$ cat src/rtl/qspi_flash_arbiter.sv
// Two-requester round-robin arbiter driving one quad-SPI flash with Fast-Read-Quad (0xEB).
// Each grant runs one complete read sequence and returns a single 32-bit word to the winner.
module qspi_flash_arbiter #(
  parameter int unsigned DUMMY_CYC = 4,
  parameter logic [7:0]  MODE_BYTE = 8'hFF,
  parameter int unsigned CSH_CYC   = 2
) (
  input  logic        HCLK,
  input  logic        HRESETn,
  input  logic        r0_req,
  input  logic [23:0] r0_addr,
  output logic        r0_gnt,
  output logic        r0_valid,
  output logic [31:0] r0_rdata,
  input  logic        r1_req,
  input  logic [23:0] r1_addr,
  output logic        r1_gnt,
  output logic        r1_valid,
  output logic [31:0] r1_rdata,
  output logic        fsclk,
  output logic        fcen,
  output logic [3:0]  fdo,
  output logic        fdoe,
  input  logic [3:0]  fdi,
  output logic        busy
);

  localparam int unsigned CNT_W    = 8;
  localparam logic [7:0]  CMD_BYTE = 8'hEB;

  localparam logic [2:0] S_IDLE  = 3'd0;
  localparam logic [2:0] S_CMD   = 3'd1;
  localparam logic [2:0] S_ADDR  = 3'd2;
  localparam logic [2:0] S_MODE  = 3'd3;
  localparam logic [2:0] S_DUMMY = 3'd4;
  localparam logic [2:0] S_DATA  = 3'd5;
  localparam logic [2:0] S_CSH   = 3'd6;

  logic [2:0]       state, state_n;
  logic [CNT_W-1:0] cnt, cnt_n;
  logic             ph, ph_n;        // 0: next edge starts phase L, 1: next edge starts phase H
  logic             samp, samp_n;    // an fdi nibble is due on the next edge
  logic             sel, sel_n;
  logic             last, last_n;
  logic [21:0]      addr_q, addr_n;
  logic [27:0]      sreg, sreg_n;
  logic             fsclk_n, fcen_n, fdoe_n, busy_n;
  logic [3:0]       fdo_n;
  logic             r0_gnt_n, r1_gnt_n, r0_valid_n, r1_valid_n;
  logic [31:0]      r0_rdata_n, r1_rdata_n;

  logic [23:0]      addr_w;
  logic [3:0]       nib_c;
  logic [CNT_W-1:0] last_cnt_c;
  logic [2:0]       next_st_c;
  logic [31:0]      raw_c, word_c;
  logic             pick;

  // Bits [1:0] of the request addresses are dropped for word alignment.
  logic unused_addr_bits;
  assign unused_addr_bits = ^{r0_addr[1:0], r1_addr[1:0]};

  assign addr_w = {addr_q, 2'b00};
  assign raw_c  = {sreg, fdi};
  // First byte on the wire lands in the least significant byte.
  assign word_c = {raw_c[7:0], raw_c[15:8], raw_c[23:16], raw_c[31:24]};

  // Per-state nibble to drive, bit count and successor state.
  always_comb begin
    nib_c      = 4'hF;
    last_cnt_c = '0;
    next_st_c  = S_IDLE;
    case (state)
      S_CMD: begin
        nib_c      = {3'b111, CMD_BYTE[~cnt[2:0]]};
        last_cnt_c = CNT_W'(7);
        next_st_c  = S_ADDR;
      end
      S_ADDR: begin
        case (cnt[2:0])
          3'd0:    nib_c = addr_w[23:20];
          3'd1:    nib_c = addr_w[19:16];
          3'd2:    nib_c = addr_w[15:12];
          3'd3:    nib_c = addr_w[11:8];
          3'd4:    nib_c = addr_w[7:4];
          default: nib_c = addr_w[3:0];
        endcase
        last_cnt_c = CNT_W'(5);
        next_st_c  = S_MODE;
      end
      S_MODE: begin
        nib_c      = cnt[0] ? MODE_BYTE[3:0] : MODE_BYTE[7:4];
        last_cnt_c = CNT_W'(1);
        next_st_c  = S_DUMMY;
      end
      S_DUMMY: begin
        last_cnt_c = CNT_W'(DUMMY_CYC - 1);
        next_st_c  = S_DATA;
      end
      S_DATA: begin
        last_cnt_c = CNT_W'(7);
        next_st_c  = S_CSH;
      end
      default: ;
    endcase
  end

  // Next-state and next-output logic.
  always_comb begin
    state_n    = state;
    cnt_n      = cnt;
    ph_n       = ph;
    samp_n     = samp;
    sel_n      = sel;
    last_n     = last;
    addr_n     = addr_q;
    sreg_n     = sreg;
    fsclk_n    = fsclk;
    fcen_n     = fcen;
    fdo_n      = fdo;
    fdoe_n     = fdoe;
    busy_n     = busy;
    r0_gnt_n   = 1'b0;
    r1_gnt_n   = 1'b0;
    r0_valid_n = 1'b0;
    r1_valid_n = 1'b0;
    r0_rdata_n = r0_rdata;
    r1_rdata_n = r1_rdata;
    pick       = 1'b0;
    case (state)
      S_IDLE: begin
        if (r0_req || r1_req) begin
          pick     = (r0_req && r1_req) ? ~last : r1_req;
          sel_n    = pick;
          last_n   = pick;
          addr_n   = pick ? r1_addr[23:2] : r0_addr[23:2];
          r0_gnt_n = ~pick;
          r1_gnt_n = pick;
          busy_n   = 1'b1;
          state_n  = S_CMD;
          cnt_n    = '0;
          ph_n     = 1'b0;
          samp_n   = 1'b0;
        end
      end
      S_CSH: begin
        if (samp) begin
          samp_n  = 1'b0;
          fcen_n  = 1'b1;
          fsclk_n = 1'b0;
          fdoe_n  = 1'b0;
          fdo_n   = 4'hF;
          if (sel) begin
            r1_valid_n = 1'b1;
            r1_rdata_n = word_c;
          end else begin
            r0_valid_n = 1'b1;
            r0_rdata_n = word_c;
          end
        end
        if (cnt == CNT_W'(CSH_CYC - 1)) begin
          state_n = S_IDLE;
          cnt_n   = '0;
          busy_n  = 1'b0;
        end else begin
          cnt_n = cnt + CNT_W'(1);
        end
      end
      default: begin
        if (!ph) begin
          // This edge ends the previous phase H and starts phase L of the current SCK.
          if (samp) sreg_n = {sreg[23:0], fdi};
          samp_n  = 1'b0;
          fsclk_n = 1'b0;
          fcen_n  = 1'b0;
          fdo_n   = nib_c;
          fdoe_n  = (state != S_DUMMY) && (state != S_DATA);
          ph_n    = 1'b1;
        end else begin
          fsclk_n = 1'b1;
          ph_n    = 1'b0;
          samp_n  = (state == S_DATA);
          if (cnt == last_cnt_c) begin
            state_n = next_st_c;
            cnt_n   = '0;
          end else begin
            cnt_n = cnt + CNT_W'(1);
          end
        end
      end
    endcase
  end

  always_ff @(posedge HCLK or negedge HRESETn) begin
    if (!HRESETn) begin
      state    <= S_IDLE;
      cnt      <= '0;
      ph       <= 1'b0;
      samp     <= 1'b0;
      sel      <= 1'b0;
      last     <= 1'b1;
      addr_q   <= '0;
      sreg     <= '0;
      fsclk    <= 1'b0;
      fcen     <= 1'b1;
      fdo      <= 4'hF;
      fdoe     <= 1'b0;
      busy     <= 1'b0;
      r0_gnt   <= 1'b0;
      r1_gnt   <= 1'b0;
      r0_valid <= 1'b0;
      r1_valid <= 1'b0;
      r0_rdata <= '0;
      r1_rdata <= '0;
    end else begin
      state    <= state_n;
      cnt      <= cnt_n;
      ph       <= ph_n;
      samp     <= samp_n;
      sel      <= sel_n;
      last     <= last_n;
      addr_q   <= addr_n;
      sreg     <= sreg_n;
      fsclk    <= fsclk_n;
      fcen     <= fcen_n;
      fdo      <= fdo_n;
      fdoe     <= fdoe_n;
      busy     <= busy_n;
      r0_gnt   <= r0_gnt_n;
      r1_gnt   <= r1_gnt_n;
      r0_valid <= r0_valid_n;
      r1_valid <= r1_valid_n;
      r0_rdata <= r0_rdata_n;
      r1_rdata <= r1_rdata_n;
    end
  end

endmodule

$ cat config.mk
export PLATFORM = sky130hd
export DESIGN_NAME = qspi_flash_arbiter
export DESIGN_NICKNAME = d
export VERILOG_FILES = /design/src/rtl/qspi_flash_arbiter.sv
export SDC_FILE = /design/constraint.sdc
export NUM_CORES = 1
export LEC_CHECK = 0
export CAP_MARGIN = 5
export CORE_UTILIZATION = 45
export DETAILED_ROUTE_END_ITERATION = 8
export GPL_TIMING_DRIVEN = 0
export HOLD_SLACK_MARGIN = 0.15
export PLACE_DENSITY = 0.72
export RECOVER_POWER = 100
export SLEW_MARGIN = 0
export SYNTH_ARGS = -nofsm -noshare
export SYNTH_HDL_FRONTEND = slang
export SYNTH_SLANG_ARGS = --single-unit
$ cat constraint.sdc
create_clock -name HCLK -period 2.85 [get_ports HCLK]
set_clock_uncertainty 0.05 [all_clocks]
set_input_delay 0.855 -clock HCLK [delete_from_list [all_inputs] [get_ports HCLK]]
set_output_delay 0.855 -clock HCLK [all_outputs]
set_load 0.02 [all_outputs]
==> results of run 1 <==
## routing by layer
layer | vias to the layer above | share of wire [%] | GRT usage (%)
li1 | 2170 | - | -
met1 | 2301 | 42 | 28.5
met2 | 167 | 49 | 38.6
met3 | 20 | 7.9 | 7.92
met4 | 0 | 1.6 | 8.65
met5 | - | 0 | 0
## flip-flops by register name, summed over array words and instances, names as in the netlist, 3 cells and up
register  count
cnt           8
addr_q       22
state         3
fdo           4
r0_rdata     32
r1_rdata     32
sreg         28
## synthesized netlist by cell type, types with 8 or more instances
cell type / instances
nor2_1: 17
o21ai_0: 12
a21oi_1: 11
a222oi_1: 26
nand3_1: 8
nand2_1: 114
mux2_2: 61
buf_2: 8
inv_1: 30
dfrtp_1: 135
clkbuf_1: 16
## worst register-to-register path, stage by stage, from the launching register on
cell and delay, ps:
dfrtp_1 440, clkbuf_1 250, nand2b_1 230, nor3_1 640, clkbuf_2 440, mux2_2 390
## where the power goes
part	internal (W)	total, W	leakage [nW]	switching [W]
sequential	0.00248	0.00290	1.80	0.000419
combinational	0.000671	0.00140	1.94	0.000730
clock	0.00150	0.00233	0.294	0.000833
total	0.00465	0.00664	4.03	0.00198
## worst max path at each step
stage / start / endpoint / slack (ps) / cells past startpoint
floorplan: r1_req / cnt[3] / 790 / 6
global placement: HRESETn / r0_rdata[2] / -4550 / 1
detailed placement: r1_req / addr_q[8] / -90 / 6
CTS: r1_req / addr_q[8] / 330 / 6
global route: r0_req / addr_q[8] / 90 / 6
finish: r0_req / addr_q[8] / 210 / 6
## logic make-up (layout without fill, tap and decap cells)
kind of cell / after synthesis / count (layout) / share of synthesized area, %
and+or+nand+nor: 170 / 170 / 12.6
DFF: 141 / 141 / 58.2
AOI/OAI and AO/OA: 89 / 89 / 11.8
muxes: 65 / 65 / 12.0
buffers and inverters: 58 / 216 / 4.20
adders and majority gates: 6 / 6 / 1.24
## through the flow
step | worst slack, ps | setup TNS, ps | cell area (um2) | hold WS [ps]
3_3_place_gp | -4550 | -629840 | 7560 | 411
4_1_cts | 326 | 0 | 8220 | 399
3_5_place_dp | -90.3 | -968 | 7590 | 414
5_1_grt | 90.6 | 0 | 8150 | 448
6_report | 212 | 0 | 8150 | 421
2_1_floorplan | 789 | 0 | 6070 | 400
## final cells by class
cell class                      instances  area share (%)
Clock buffer                           20            5.60
Multi-Input combinational cell        330            27.6
Tap cell                              176            2.70
Buffer                                 28            1.63
Inverter                               30            1.38
Sequential cell                       141            43.4
Clock inverter                         10            2.03
Timing Repair Buffer                  128            15.7
==> impl_metrics.toml, run 1 <==
[status]
status = "complete, but fails checks"
violations = "max-capacitance violations, max-slew violations"

[logic_synthesis]
synth_warnings = 0
syn_inst = 529
synth_top_area_share_pct = 55.6
synthTopCellsByArea = "dfrtp_1, mux2_2, nand2_1"
netlist_area_um2 = 6070
synth_nets = 591
synth_area_leader_cell = "dfrtp_1"
avgSynthCellArea_um2 = 11.5
ys_seq_area_share_pct = 58.2
async_flop_share_pct = 100
synth_ff_type = "dfrtp_1"
synth_seq_cells = 141
yosysUniqueCellTypes = 55
synth_edf_count = 0

[layout]
multiInputGateArea_um2 = 2250
synthToLayoutAreaGrowth_pct = 34.3
fin_nets = 738
instances_no_fill = 863
fill_cells = 1049
ff_latch_area_um2 = 3540
utilization_pct = 61.8
drive_above_1_share_pct = 17.2
final_cell_mix = "dfrtp_1, nand2_1, dlygate4sd3_1"
antennaDiodeCount = 0
final_common_cell = "dfrtp_1"

[placement]
hpwl_um = 10500
gp_congestion = 0.874
placed_cells = 833
port_buffers = 127

[drt]
drc = 0
vias = 4658
drt-total-wl_um = 15400
vias_per_cell = 5.40
antenna_left = 0
wl_per_cell_um = 17.9
first_pass_iters = 6
drt_iter0_drc = 381

[timing]
fmax_mhz = 379
slew_headroom_pct = -12.1
layout_min_cycle_time_ps = 2640
setup_viol = 0
finalCritPeriodShare_pct = 92.6
hold_viol = 0
slew_viol_final = 70
worstMarginPinSlew_ps = 1680
rsz0062_at_grt = "no"

[pwr]
ir_drop_mv = 0.465
powerDensity_nw_per_um2 = 814
power_w = 0.00664
power_leakage_nw = 4.03

[critical_path]
arrival_ps = 2890
r2r-start = "state[0]"
worstPathCellList = "dlygate4sd3_1 > o21ai_1 > a21oi_1 > buf_2 > a222oi_1 > inv_1"
max_stage_delay_ps = 630
rrSetupSlack_ps = 310
crit_fanout = 10
end_kind = "register"
reg2reg_depth = 5
startpoint_type = "input port"
critPathTopFamily = "compound AO/OA/AOI/OAI gates"
crit_buf_inv = 3
cp.required_ps = 3100
r2r-end = "r0_rdata[19]"
crit_type = "in2reg"
slowest_stage = "dlygate4sd3_1"

[clock_tree]
ctsLongestPathBuffers = 2
post_cts_resized = 0
cts_hold_buf = 0
cts_tree = "done"
cts-htree-levels = 4
clock_tree.root_cell = "clkbuf_16"
clkLatencyLatePin_ps = 420
clk_pin_slew_ps = 60
post_cts_buffers = 0
numCtsBuffers = 17
cts.sinks = 141

[worst_hold_path]
min_path_type = "reg2reg"
min_to = "r1_rdata[6]"
holdPathStages = 2
min_from = "r1_rdata[6]"

[die]
die-area_um2 = 14000
rows = 42
die_x_um = 118
die_height_um = 118
core_um2 = 13200
start_util_pct = 46.0
ios = 132

[grt]
grt_overflow = 0
grt_max_degree = 74
grt_usage_pct = 23.4
antenna_found_initial = 0
grt_pass1_wl_um = 25300
grt_pass1_vias = 4799

[flow_run]
maxCapViolCount = 1
No activity file was read; power rests on OpenSTA's default activity.
==> run 2, diff against run 1 <==
--- a/config.mk
+++ b/config.mk
@@ -12,6 +12,7 @@
 export HOLD_SLACK_MARGIN = 0.15
 export PLACE_DENSITY = 0.72
 export RECOVER_POWER = 100
+export SKIP_LAST_GASP = 1
 export SLEW_MARGIN = 0
 export SYNTH_ARGS = -nofsm -noshare
 export SYNTH_HDL_FRONTEND = slang
==> results of run 2 <==
Same layout as run 1: the final DEF is identical, and so are final timing and power.
==> run 3, diff against run 2 <==
==> constraint.sdc (replaced) <==
create_clock -name HCLK -period 2.84 [get_ports HCLK]
set_clock_uncertainty 0.05 [all_clocks]
set_input_delay 0.852 -clock HCLK [delete_from_list [all_inputs] [get_ports HCLK]]
set_output_delay 0.852 -clock HCLK [all_outputs]
set_load 0.02 [all_outputs]
==> run 3 against run 2 <==
The run still ends with max-capacitance violations, max-slew violations left. Design area stayed put. Clock-buffer cell count stayed put. Sequential cell count stayed put. Via count hardly changed. Non-clock buffer count stayed put. Die area stayed put. Critical path type unchanged. Largest cell class unchanged.
==> impl_metrics.toml, run 3 (synthesized netlist as in run 1, its figures left out) <==
[status]
status = "complete, but fails checks"
violations = "max-capacitance violations, max-slew violations"

[critical_path]
cp.required_ps = 3090
crit_fanout = 10
end_kind = "register"
arrival_ps = 2830
startpoint_type = "input port"
crit_type = "in2reg"

[clock_tree]
numCtsBuffers = 17
post_cts_buffers = 0
cts_hold_buf = 0
cts-htree-levels = 4
clk_pin_slew_ps = 60
clkLatencyLatePin_ps = 420
cts.sinks = 141
ctsLongestPathBuffers = 2
clock_tree.root_cell = "clkbuf_16"
post_cts_resized = 0
cts_tree = "done"

[die]
die-area_um2 = 14000
core_um2 = 13200
start_util_pct = 46.0
die_height_um = 118
rows = 42
ios = 132
die_x_um = 118

[timing]
worstMarginPinSlew_ps = 1690
hold_viol = 0
slew_viol_final = 70
setup_tns_ps = 0
finalCritPeriodShare_pct = 90.9
layout_setup_ws_ps = 257
slew_headroom_pct = -12.9
fin_worst_hold_slack_ps = 421
layout_min_cycle_time_ps = 2580
setup_viol = 0
fmax_mhz = 387
rsz0062_at_grt = "no"

[drt]
drc = 0
wl_per_cell_um = 17.8
antenna_left = 0
vias = 4654
first_pass_iters = 6
drt-total-wl_um = 15400
drt_iter0_drc = 340
vias_per_cell = 5.39

[placement]
pre_cts_ws_ps = -97.3
port_buffers = 127
hpwl_um = 10500
gp_congestion = 0.874

[layout]
fill_cells = 1048
ff_latch_area_um2 = 3540
final_cell_mix = "dfrtp_1, nand2_1, dlygate4sd3_1"
fin_nets = 738
final_common_cell = "dfrtp_1"
utilization_pct = 61.8
drive_above_1_share_pct = 17.2
antennaDiodeCount = 0
multiInputGateArea_um2 = 2250
synthToLayoutAreaGrowth_pct = 34.3
largestRegisters = "r0_rdata x32, r1_rdata x32, sreg x28"

[grt]
grt_pass1_vias = 4799
grt_overflow = 0
grt_pass1_wl_um = 25300
grt_usage_pct = 23.4
grt_max_degree = 74
antenna_found_initial = 0

[worst_hold_path]
min_path_type = "reg2reg"

[pwr]
powerDensity_nw_per_um2 = 816
power_leakage_nw = 4.03
ir_drop_mv = 0.467

[flow_run]
maxCapViolCount = 1
[run 3: layer usage]
| metal | wire (um) | vias up | track usage (%) |
|---|---|---|---|
| met5 | 0 | - | 0 |
| met4 | 202 | 0 | 8.65 |
| met3 | 1180 | 16 | 7.92 |
| met2 | 7560 | 165 | 38.6 |
| met1 | 6430 | 2301 | 28.5 |
| li1 | - | 2172 | - |
[run 3: worst max-delay path, stage by stage]
cell	delay (ps)
clkdlybuf4s50_1	510
o21ai_1	510
a21oi_1	260
clkbuf_2	280
a222oi_1	350
inv_1	70
[run 3: per-stage QoR]
stage                     area [um2]  total power, W  cells
after floorplan                 6070         0.00380    529
after global placement          7560         0.00431    832
after detailed placement        7590         0.00438    833
after CTS                       8220         0.00674    863
after global routing            8150         0.00701    863
final                           8150         0.00665    863
[run 3: layout make-up]
type,count,share of cell area (%)
buffer,28,1.61
clock buffer,20,5.60
clock inverter,10,2.03
inverter,30,1.38
multi-input combinational,330,27.7
sequential,141,43.4
tap,176,2.70
timing repair buffer,128,15.7
[run 3: where the power goes]
part           leakage (nW)  internal [W]  switching (W)
Clock                 0.294       0.00151       0.000834
Combinational          1.93      0.000675       0.000728
Sequential             1.80       0.00249       0.000420
Total                  4.03       0.00467        0.00198
[run 3: worst paths after layout]
path	startpoint	to	slack, ps	depth (start not counted)
worst max-delay path	r0_req	addr_q[8]	260	6
worst min-delay path	r1_rdata[6]	r1_rdata[6]	420	2
worst max register to register	state[0]	r0_rdata[19]	300	5
worst min register to register	r1_rdata[6]	r1_rdata[6]	420	2
max in group asynchronous	HRESETn	r1_rdata[2]	540	2
min in group asynchronous	HRESETn	busy	820	1
